**config.mk**
```make
export PLATFORM = sky130hd
export DESIGN_NAME = core_ifq
export DESIGN_NICKNAME = d
export VERILOG_FILES = /design/src/rtl/core_ifq.sv
export SDC_FILE = /design/constraint.sdc
export NUM_CORES = 1
export LEC_CHECK = 0
export ABC_AREA = 1
export BUFFER_PORTS_ARGS = -buffer_cell sky130_fd_sc_hd__buf_2
export CORE_ASPECT_RATIO = 1.5
export CORE_MARGIN = 4
export CORE_UTILIZATION = 53
export CTS_CLUSTER_DIAMETER = 150
export CTS_CLUSTER_SIZE = 12
export DETAILED_ROUTE_END_ITERATION = 10
export PLACE_DENSITY = 0.76
export SYNTH_ARGS = -nofsm -noshare
export SYNTH_HDL_FRONTEND = slang
export SYNTH_SLANG_ARGS = --single-unit
```
**constraint.sdc**
```tcl
create_clock -name clk_i -period 1.8 [get_ports clk_i]
set_input_delay 0.27 -clock clk_i [delete_from_list [all_inputs] [get_ports clk_i]]
set_output_delay 0.27 -clock clk_i [all_outputs]
set_load 0.02 [all_outputs]
```
**src/rtl/core_ifq.sv**
```systemverilog
// rtl/core_ifq.sv - instruction fetch queue with credit-based prefetch
//
// Purpose: DEPTH-entry FIFO of {pc, instruction} pairs between the fetch PC
// generator / fixed-latency instruction bus and decode. Requests are issued
// only while a queue slot is guaranteed for the response. A jump flushes the
// queue and redirects fetch within a single cycle.
//
// Ports:
//   clk_i, rst_n_i    clock, asynchronous active-low reset
//   jump_flag_i       redirect request (branch, jump, interrupt)
//   jump_addr_i       redirect target
//   ibus_req_o        fetch request valid this cycle
//   ibus_addr_o       fetch address (aligned to instruction size)
//   ibus_data_i       fetch data, valid exactly 1 cycle after a request
//   deq_vld_o         head entry valid
//   deq_ready_i       decode accepts head
//   deq_inst_o        head instruction
//   deq_pc_o          head PC
//   level_o           occupied entries
module core_ifq #(
  parameter int                    ADDR_WIDTH = 32,
  parameter int                    DATA_WIDTH = 32,
  parameter int                    DEPTH      = 4,
  parameter logic [ADDR_WIDTH-1:0] RESET_PC   = '0
) (
  input  logic                    clk_i,
  input  logic                    rst_n_i,
  input  logic                    jump_flag_i,
  input  logic [ADDR_WIDTH-1:0]   jump_addr_i,
  output logic                    ibus_req_o,
  output logic [ADDR_WIDTH-1:0]   ibus_addr_o,
  input  logic [DATA_WIDTH-1:0]   ibus_data_i,
  output logic                    deq_vld_o,
  input  logic                    deq_ready_i,
  output logic [DATA_WIDTH-1:0]   deq_inst_o,
  output logic [ADDR_WIDTH-1:0]   deq_pc_o,
  output logic [$clog2(DEPTH):0]  level_o
);

  localparam int STEP = DATA_WIDTH / 8;
  localparam int PW   = $clog2(DEPTH);
  localparam int CW   = PW + 1;
  localparam logic [ADDR_WIDTH-1:0] ALIGN_MASK = ~(ADDR_WIDTH'(STEP - 1));
  localparam logic [ADDR_WIDTH-1:0] PC_STEP    = ADDR_WIDTH'(STEP);

  logic [ADDR_WIDTH-1:0] fpc;
  logic [ADDR_WIDTH-1:0] inflight_pc;
  logic                  inflight;
  logic                  run;
  logic [DATA_WIDTH-1:0] inst_mem [DEPTH];
  logic [ADDR_WIDTH-1:0] pc_mem   [DEPTH];
  logic [PW-1:0]         rptr;
  logic [PW-1:0]         wptr;
  logic [CW-1:0]         count;
  logic                  credit_ok;
  logic                  pop;
  logic                  push;

  // A request needs a free slot counting the response still on the bus;
  // a pop this cycle frees one, which keeps full-rate streaming at DEPTH=2.
  assign credit_ok   = ({1'b0, count} + (CW + 1)'(inflight)) < (CW + 1)'(DEPTH);
  assign deq_vld_o   = (count != '0) & ~jump_flag_i;
  assign pop         = deq_vld_o & deq_ready_i;
  assign ibus_req_o  = run & ~jump_flag_i & (credit_ok | pop);
  assign ibus_addr_o = fpc & ALIGN_MASK;
  // A response landing in a flush cycle belongs to the old stream.
  assign push        = inflight & ~jump_flag_i;

  assign deq_inst_o  = inst_mem[rptr];
  assign deq_pc_o    = pc_mem[rptr];
  assign level_o     = count;

  always_ff @(posedge clk_i or negedge rst_n_i) begin
    if (!rst_n_i) begin
      fpc         <= RESET_PC;
      inflight_pc <= '0;
      inflight    <= 1'b0;
      run         <= 1'b0;
      rptr        <= '0;
      wptr        <= '0;
      count       <= '0;
      for (int i = 0; i < DEPTH; i++) begin
        inst_mem[i] <= '0;
        pc_mem[i]   <= '0;
      end
    end else begin
      run <= 1'b1;
      if (jump_flag_i) begin
        fpc      <= jump_addr_i & ALIGN_MASK;
        inflight <= 1'b0;
        rptr     <= '0;
        wptr     <= '0;
        count    <= '0;
      end else begin
        inflight <= ibus_req_o;
        if (ibus_req_o) begin
          fpc         <= ibus_addr_o + PC_STEP;
          inflight_pc <= ibus_addr_o;
        end
        if (push) begin
          inst_mem[wptr] <= ibus_data_i;
          pc_mem[wptr]   <= inflight_pc;
          wptr           <= wptr + PW'(1);
        end
        if (pop) begin
          rptr <= rptr + PW'(1);
        end
        case ({push, pop})
          2'b10:   count <= count + CW'(1);
          2'b01:   count <= count - CW'(1);
          default: count <= count;
        endcase
      end
    end
  end

endmodule

```
==> flow_metrics.env, run 1 <==
export IMPL_outcome="complete, but fails checks"
export IMPL_violations="setup timing"
export IMPL_ys_flop_type="dfrtp_1"
export IMPL_leakagePower_nw=9.12
export IMPL_ys_types=31
export IMPL_period_minus_slack_ns=2.27
export IMPL_slew_viol_final=0
export IMPL_first_global_vias=12898
export IMPL_start_util=0.542
export IMPL_htree_levels=1
export IMPL_ir_drop_mv=0.861
export IMPL_drt_first_pass_iters=6
export IMPL_io_pins=169
export IMPL_synth_area_sq_um=14500
export IMPL_grt_pass1_wl_mm=65.4
export IMPL_syn_area_per_cell_sq_um=8.28
export IMPL_die_area_sq_um=30200
export IMPL_finalClockSkew_ns=0.0107
export IMPL_drt_initial_drc_count=960
export IMPL_worst_setup_path_type="flip-flop to output port"
export IMPL_drt_total_wl_mm=43.0
export IMPL_seq_area_frac_synth=0.547
export IMPL_antenna_found_initial=0
export IMPL_clkTransAtPathRegs_ns=0.06
export IMPL_drive_gt1_frac=0.228
export IMPL_hold_class="input port to flip-flop"
export IMPL_area_growth_pct=29.0
export IMPL_synth_common_cells="nand2_1 (437), o21ai_0 (407), dfrtp_1 (317)"
export IMPL_avgRoutedWirePerCell_microns=18.7
export IMPL_max_freq_ghz=0.441
export IMPL_setup_viol=63
export IMPL_hold_ws_ns=0.00582
export IMPL_hold_violations=0
export IMPL_cts_made_buffers=30
export IMPL_crit_required_ns=1.53
export IMPL_vias_per_cell=5.70
export IMPL_postRouteAntennaNets=0
export IMPL_path_cells="inv_6, clkbuf_16, o21ai_0, o22ai_1, buf_4"
export IMPL_clkSinkCount=317
export IMPL_cts_buffer_depth=3
export IMPL_endpoint_kind="output port"
export IMPL_drc=0
export IMPL_row_count=73
export IMPL_worst_path_largest_cell_delay_ns=0.59
export IMPL_cp_start_kind="flip-flop"
export IMPL_fin_ws_ns=-0.466
export IMPL_core_area_sq_um=26800
export IMPL_synth_top_area_cell="dfrtp_1"
export IMPL_nNetsFinal=2030
export IMPL_synth_edf_count=0
export IMPL_die_x_microns=143
export IMPL_grt_max_degree=61
export IMPL_path_max_fanout=12
export IMPL_critPathTopFamily="flip-flops"
export IMPL_fin_cells=2296
export IMPL_critPathArrivalTime_ns=2.00
export IMPL_io_buffers=162
export IMPL_path_buf_inv=3
export IMPL_max_cap_violations=0
export IMPL_gp_congestion=0.862
export IMPL_overflow=0
export IMPL_yosysWarnings=0
export IMPL_cp_slowest_cell="dfrtp_4"
export IMPL_dp_cells=2197
export IMPL_vias=13083
export IMPL_synthCells=1752
export IMPL_synth_most_common_cell="nand2_1"
export IMPL_grt_total_usage=0.268
export IMPL_dp_hpwl_mm=23.8
export IMPL_rsz0062_at_grt="yes"
export IMPL_ys_ff_latch=317
export IMPL_diodes=0
export IMPL_fin_crit_sh=1.26
export IMPL_clkLatencyLatePin_ns=0.56
export IMPL_power_density_nw_per_um2=1100
export IMPL_ys_async_sr_fraction=1.00
export IMPL_die_y_microns=211
export IMPL_yosysTopAreaCellShare=0.547
export IMPL_tritoncts="built"
export IMPL_root_buffer="clkbuf_16"
export IMPL_synth_area_leaders="dfrtp_1 (55%), o21ai_0 (14%), nand2_1 (11%), nor2_1 (4.2%), inv_1 (3.0%)"
[state kept, by name, summed over array words and instances (netlist names)]
| register | cells |
|---|---|
| fpc | 30 |
| inflight | 1 |
| inflight_pc | 30 |
| inst_mem | 128 |
| level_o | 3 |
| pc_mem | 120 |
| rptr | 2 |
| run | 1 |
| wptr | 2 |
[area by class of cell]
type                       instances  area [sq um]
clock inverter                     1          8.76
inverter                         120           473
timing repair buffer             283          2880
fill                            2017          8040
clock buffer                      34           787
tap                              337           422
timing repair inverter             1          8.76
multi-input combinational       1203          6190
sequential                       317          7940
[per-stage QoR]
step	util	instance area, sq um	setup TNS (ns)	power [mW]	worst slack, ns
after floorplan	-	14500	0	11.8	0.0250
after global placement	0.592	15800	0	13.2	0.0309
after detailed placement	0.592	15800	0	13.4	0.0347
after CTS	0.665	17800	-23.47	19.9	-0.434
after global routing	0.699	18700	-26.96	21.5	-0.523
final	0.699	18700	-23.93	20.5	-0.466
[per-layer routing]
| metal | share of wire | track usage | up-vias | wire, microns |
|---|---|---|---|---|
| li1 | - | - | 6144 | - |
| met1 | 0.37 | 0.333 | 6272 | 16100 |
| met3 | 0.068 | 0.0374 | 120 | 2940 |
| met2 | 0.52 | 0.475 | 547 | 22400 |
| met4 | 0.037 | 0.0971 | 0 | 1580 |
| met5 | 0 | 0 | - | 0 |
[tightest hold or removal path: cells and delay by family]
family	cells	cell delay, ns
buffers and inverters	2	0.12
and+or+nand+nor	3	0.14
[cell usage in the layout (no fill, tap or decap), drive strengths merged, types with 23 or more instances in the layout]
cell type and n:
dlygate4sd3 23, o21ai 422, inv 121, nor2 170
dfrtp 317, buf 248, clkbuf 46, o22ai 63
nand3 75, nand2 446
[cells by family (layout without fill, tap and decap cells)]
logic type / Yosys count / in the layout / share of synthesized area
XOR/XNOR: 7 / 7 / 0.00422
adder cells (fa/ha/maj): 6 / 6 / 0.00569
flip-flops: 317 / 317 / 0.547
AO/OA/AOI/OAI: 487 / 487 / 0.174
AND/OR/NAND/NOR: 698 / 698 / 0.195
buffers and inverters: 235 / 439 / 0.0747
other: 2 / 5 / 0.000517
[worst paths after layout]
path,start,end,slack (ns),cells past startpoint
setup / recovery,rptr[0],deq_inst_o[0],-0.47,5
hold / removal,jump_addr_i[27],fpc[27],0.006,5
max in group asynchronous,rst_n_i,pc_mem[10],0.88,3
setup reg to reg,level_o[1],level_o[2],0.12,8
min in group asynchronous,rst_n_i,level_o[1],0.23,2
hold reg to reg,pc_mem[51],pc_mem[51],0.48,2
[timing repair]
| action | CTS | global route |
|---|---|---|
| hold buffers | 23 | 0 |
| setup endpoints to repair | 63 | 69 |
| pin swaps | 25 | 40 |
| gates cloned | 13 | 15 |
| endpoints found under the hold margin | 62 | 0 |
| resized for setup | 195 | 181 |
| setup buffers | 9 | 5 |
[report_power, final]
group | switching, mW | leakage [nW] | internal [mW]
clock | 2.55 | 0.390 | 3.04
sequential | 0.927 | 4.14 | 8.35
combinational | 3.20 | 4.59 | 2.45
Note: power is estimated with default switching activity, not from simulation.
==> inputs of run 2 (changes only) <==
--- a/config.mk
+++ b/config.mk
@@ -14,6 +14,8 @@
 export CTS_CLUSTER_SIZE = 12
 export DETAILED_ROUTE_END_ITERATION = 10
 export PLACE_DENSITY = 0.76
+export SKIP_CTS_REPAIR_TIMING = 1
+export SKIP_LAST_GASP = 1
 export SYNTH_ARGS = -nofsm -noshare
 export SYNTH_HDL_FRONTEND = slang
 export SYNTH_SLANG_ARGS = --single-unit
==> run 2 against run 1 <==
  * Clock power hardly changed
  * The run ends with hold timing, setup timing left
  * Clock skew is 0.0030 ns higher
  * Setup slack better by 0.011 ns
  * Largest power group unchanged
  * Critical endpoint is now deq_pc_o[12]
==> flow_metrics.env, run 2 (synthesis results as in run 1) <==
export IMPL_outcome="complete, but fails checks"
export IMPL_violations="hold timing, setup timing"
export IMPL_worst_path_largest_cell_delay_ns=0.54
export IMPL_period_minus_slack_ns=2.25
export IMPL_nNetsFinal=2008
export IMPL_layout_common_cells="nand2_1 (436), o21ai_0 (352), dfrtp_1 (313), nor2_1 (143), inv_1 (115)"
export IMPL_htree_levels=1
export IMPL_drt_first_pass_iters=7
export IMPL_postLayoutCoreUtil=0.658
export IMPL_crit_required_ns=1.53
export IMPL_overflow=0
export IMPL_ir_drop_mv=0.853
export IMPL_whs_path_depth=5
export IMPL_hold_ws_ns=-0.0212
export IMPL_grt_total_usage=0.242
export IMPL_fin_crit_sh=1.25
export IMPL_dp_cells=2197
export IMPL_antenna_found_initial=0
export IMPL_area_growth_pct=21.4
export IMPL_endpoint_kind="output port"
export IMPL_critPathArrivalTime_ns=1.98
export IMPL_clkSinkCount=317
export IMPL_drive_gt1_frac=0.180
export IMPL_hold_violations=3
export IMPL_io_buffers=162
export IMPL_fin_setup_tns_ns=-22.90
export IMPL_setup_viol=63
export IMPL_num_fill_cells=2214
export IMPL_path_max_fanout=9
export IMPL_cp_start_kind="flip-flop"
export IMPL_place_worst_setup_slack_ns=0.0347
export IMPL_largest_register_ffs=128
export IMPL_core_area_sq_um=26800
export IMPL_drc=0
export IMPL_vias_per_cell=5.58
export IMPL_vias=12682
export IMPL_tritoncts="built"
export IMPL_die_area_sq_um=30200
export IMPL_top_regs="inst_mem: 128 flops, pc_mem: 120 flops"
export IMPL_clkTransAtPathRegs_ns=0.07
export IMPL_postRouteAntennaNets=0
export IMPL_clkLatencyLatePin_ns=0.56
export IMPL_regArea_sq_um=7940
export IMPL_first_global_vias=12260
export IMPL_cts_buffer_depth=3
export IMPL_die_x_microns=143
export IMPL_fin_cells=2274
export IMPL_power_total_mw=19.6
export IMPL_multiInputGateArea_sq_um=5730
export IMPL_top_register="inst_mem"
export IMPL_hold_class="input port to flip-flop"
export IMPL_ff2ff_path_depth=8
export IMPL_max_freq_ghz=0.444
export IMPL_cts_made_buffers=30
export IMPL_fin_ws_ns=-0.454
export IMPL_grt_max_degree=93
export IMPL_power_density_nw_per_um2=1110
export IMPL_final_common_cell="nand2_1"
export IMPL_worst_setup_path_type="flip-flop to output port"
export IMPL_max_cap_violations=0
export IMPL_slew_viol_final=0
export IMPL_die_y_microns=211
export IMPL_path_cells="clkinv_8, buf_12, o21ai_0, o22ai_2, buf_2"
export IMPL_row_count=73
export IMPL_root_buffer="clkbuf_16"
export IMPL_rsz0062_at_grt="yes"
export IMPL_avgRoutedWirePerCell_microns=17.4
export IMPL_io_pins=169
export IMPL_drt_total_wl_mm=39.6
export IMPL_gp_congestion=0.862
export IMPL_leakagePower_nw=8.73
export IMPL_diodes=0
export IMPL_postPlaceCellArea_sq_um=15800
export IMPL_finalClockSkew_ns=0.0138
export IMPL_design_area_sq_um=17600
export IMPL_dp_hpwl_mm=23.8
export IMPL_cp_slowest_cell="dfrtp_4"
export IMPL_drt_initial_drc_count=908
export IMPL_start_util=0.542
export IMPL_grt_pass1_wl_mm=60.0
run 2: cell count changes in the layout (fill, tap and decap cells not counted), moves of 10 or more:
cell	before	now
o21ai_2	38	13
o21ai_0	309	352
o21ai_1	67	57
buf_6	30	8
buf_4	78	91
nor2_4	20	7
buf_2	98	108
nor2_1	118	143
buf_16	15	3
nor2_2	31	19
o22ai_2	27	11
o22ai_1	33	52
run 2: worst paths after layout:
check,to,from,slack [ns]
worst max-delay path,deq_pc_o[12],rptr[0],-0.45
worst min-delay path,fpc[29],jump_addr_i[29],-0.02
worst max register to register,level_o[2],level_o[0],0.11
worst min register to register,pc_mem[38],pc_mem[38],0.48
max in group asynchronous,pc_mem[42],rst_n_i,0.89
min in group asynchronous,level_o[1],rst_n_i,0.22
run 2: per-layer routing:
layer | wire length, microns | track usage
met5 | 0 | 0
met3 | 2500 | 0.0340
met4 | 1110 | 0.0735
met1 | 15500 | 0.307
met2 | 20500 | 0.429
run 2: worst max-delay path: cells and delay by family, from the launching register on:
family                 cells  cell delay, ns
flip-flops                 1            0.54
buffers and inverters      3            0.49
AO/OA/AOI/OAI              2            0.39
run 2: report_power, final:
group	total, mW	leakage (nW)	internal, mW	switching, mW
registers	9.16	4.14	8.35	0.808
clock network	5.56	0.390	3.03	2.53
logic	4.88	4.20	1.95	2.92
run 2: area by class of cell:
| cell class | instances | area share |
|---|---|---|
| Clock buffer | 34 | 0.0447 |
| Sequential cell | 317 | 0.451 |
| Timing Repair Buffer | 262 | 0.128 |
| Clock inverter | 1 | 0.000497 |
| Inverter | 120 | 0.0267 |
| Multi-Input combinational cell | 1203 | 0.326 |
| Tap cell | 337 | 0.0239 |
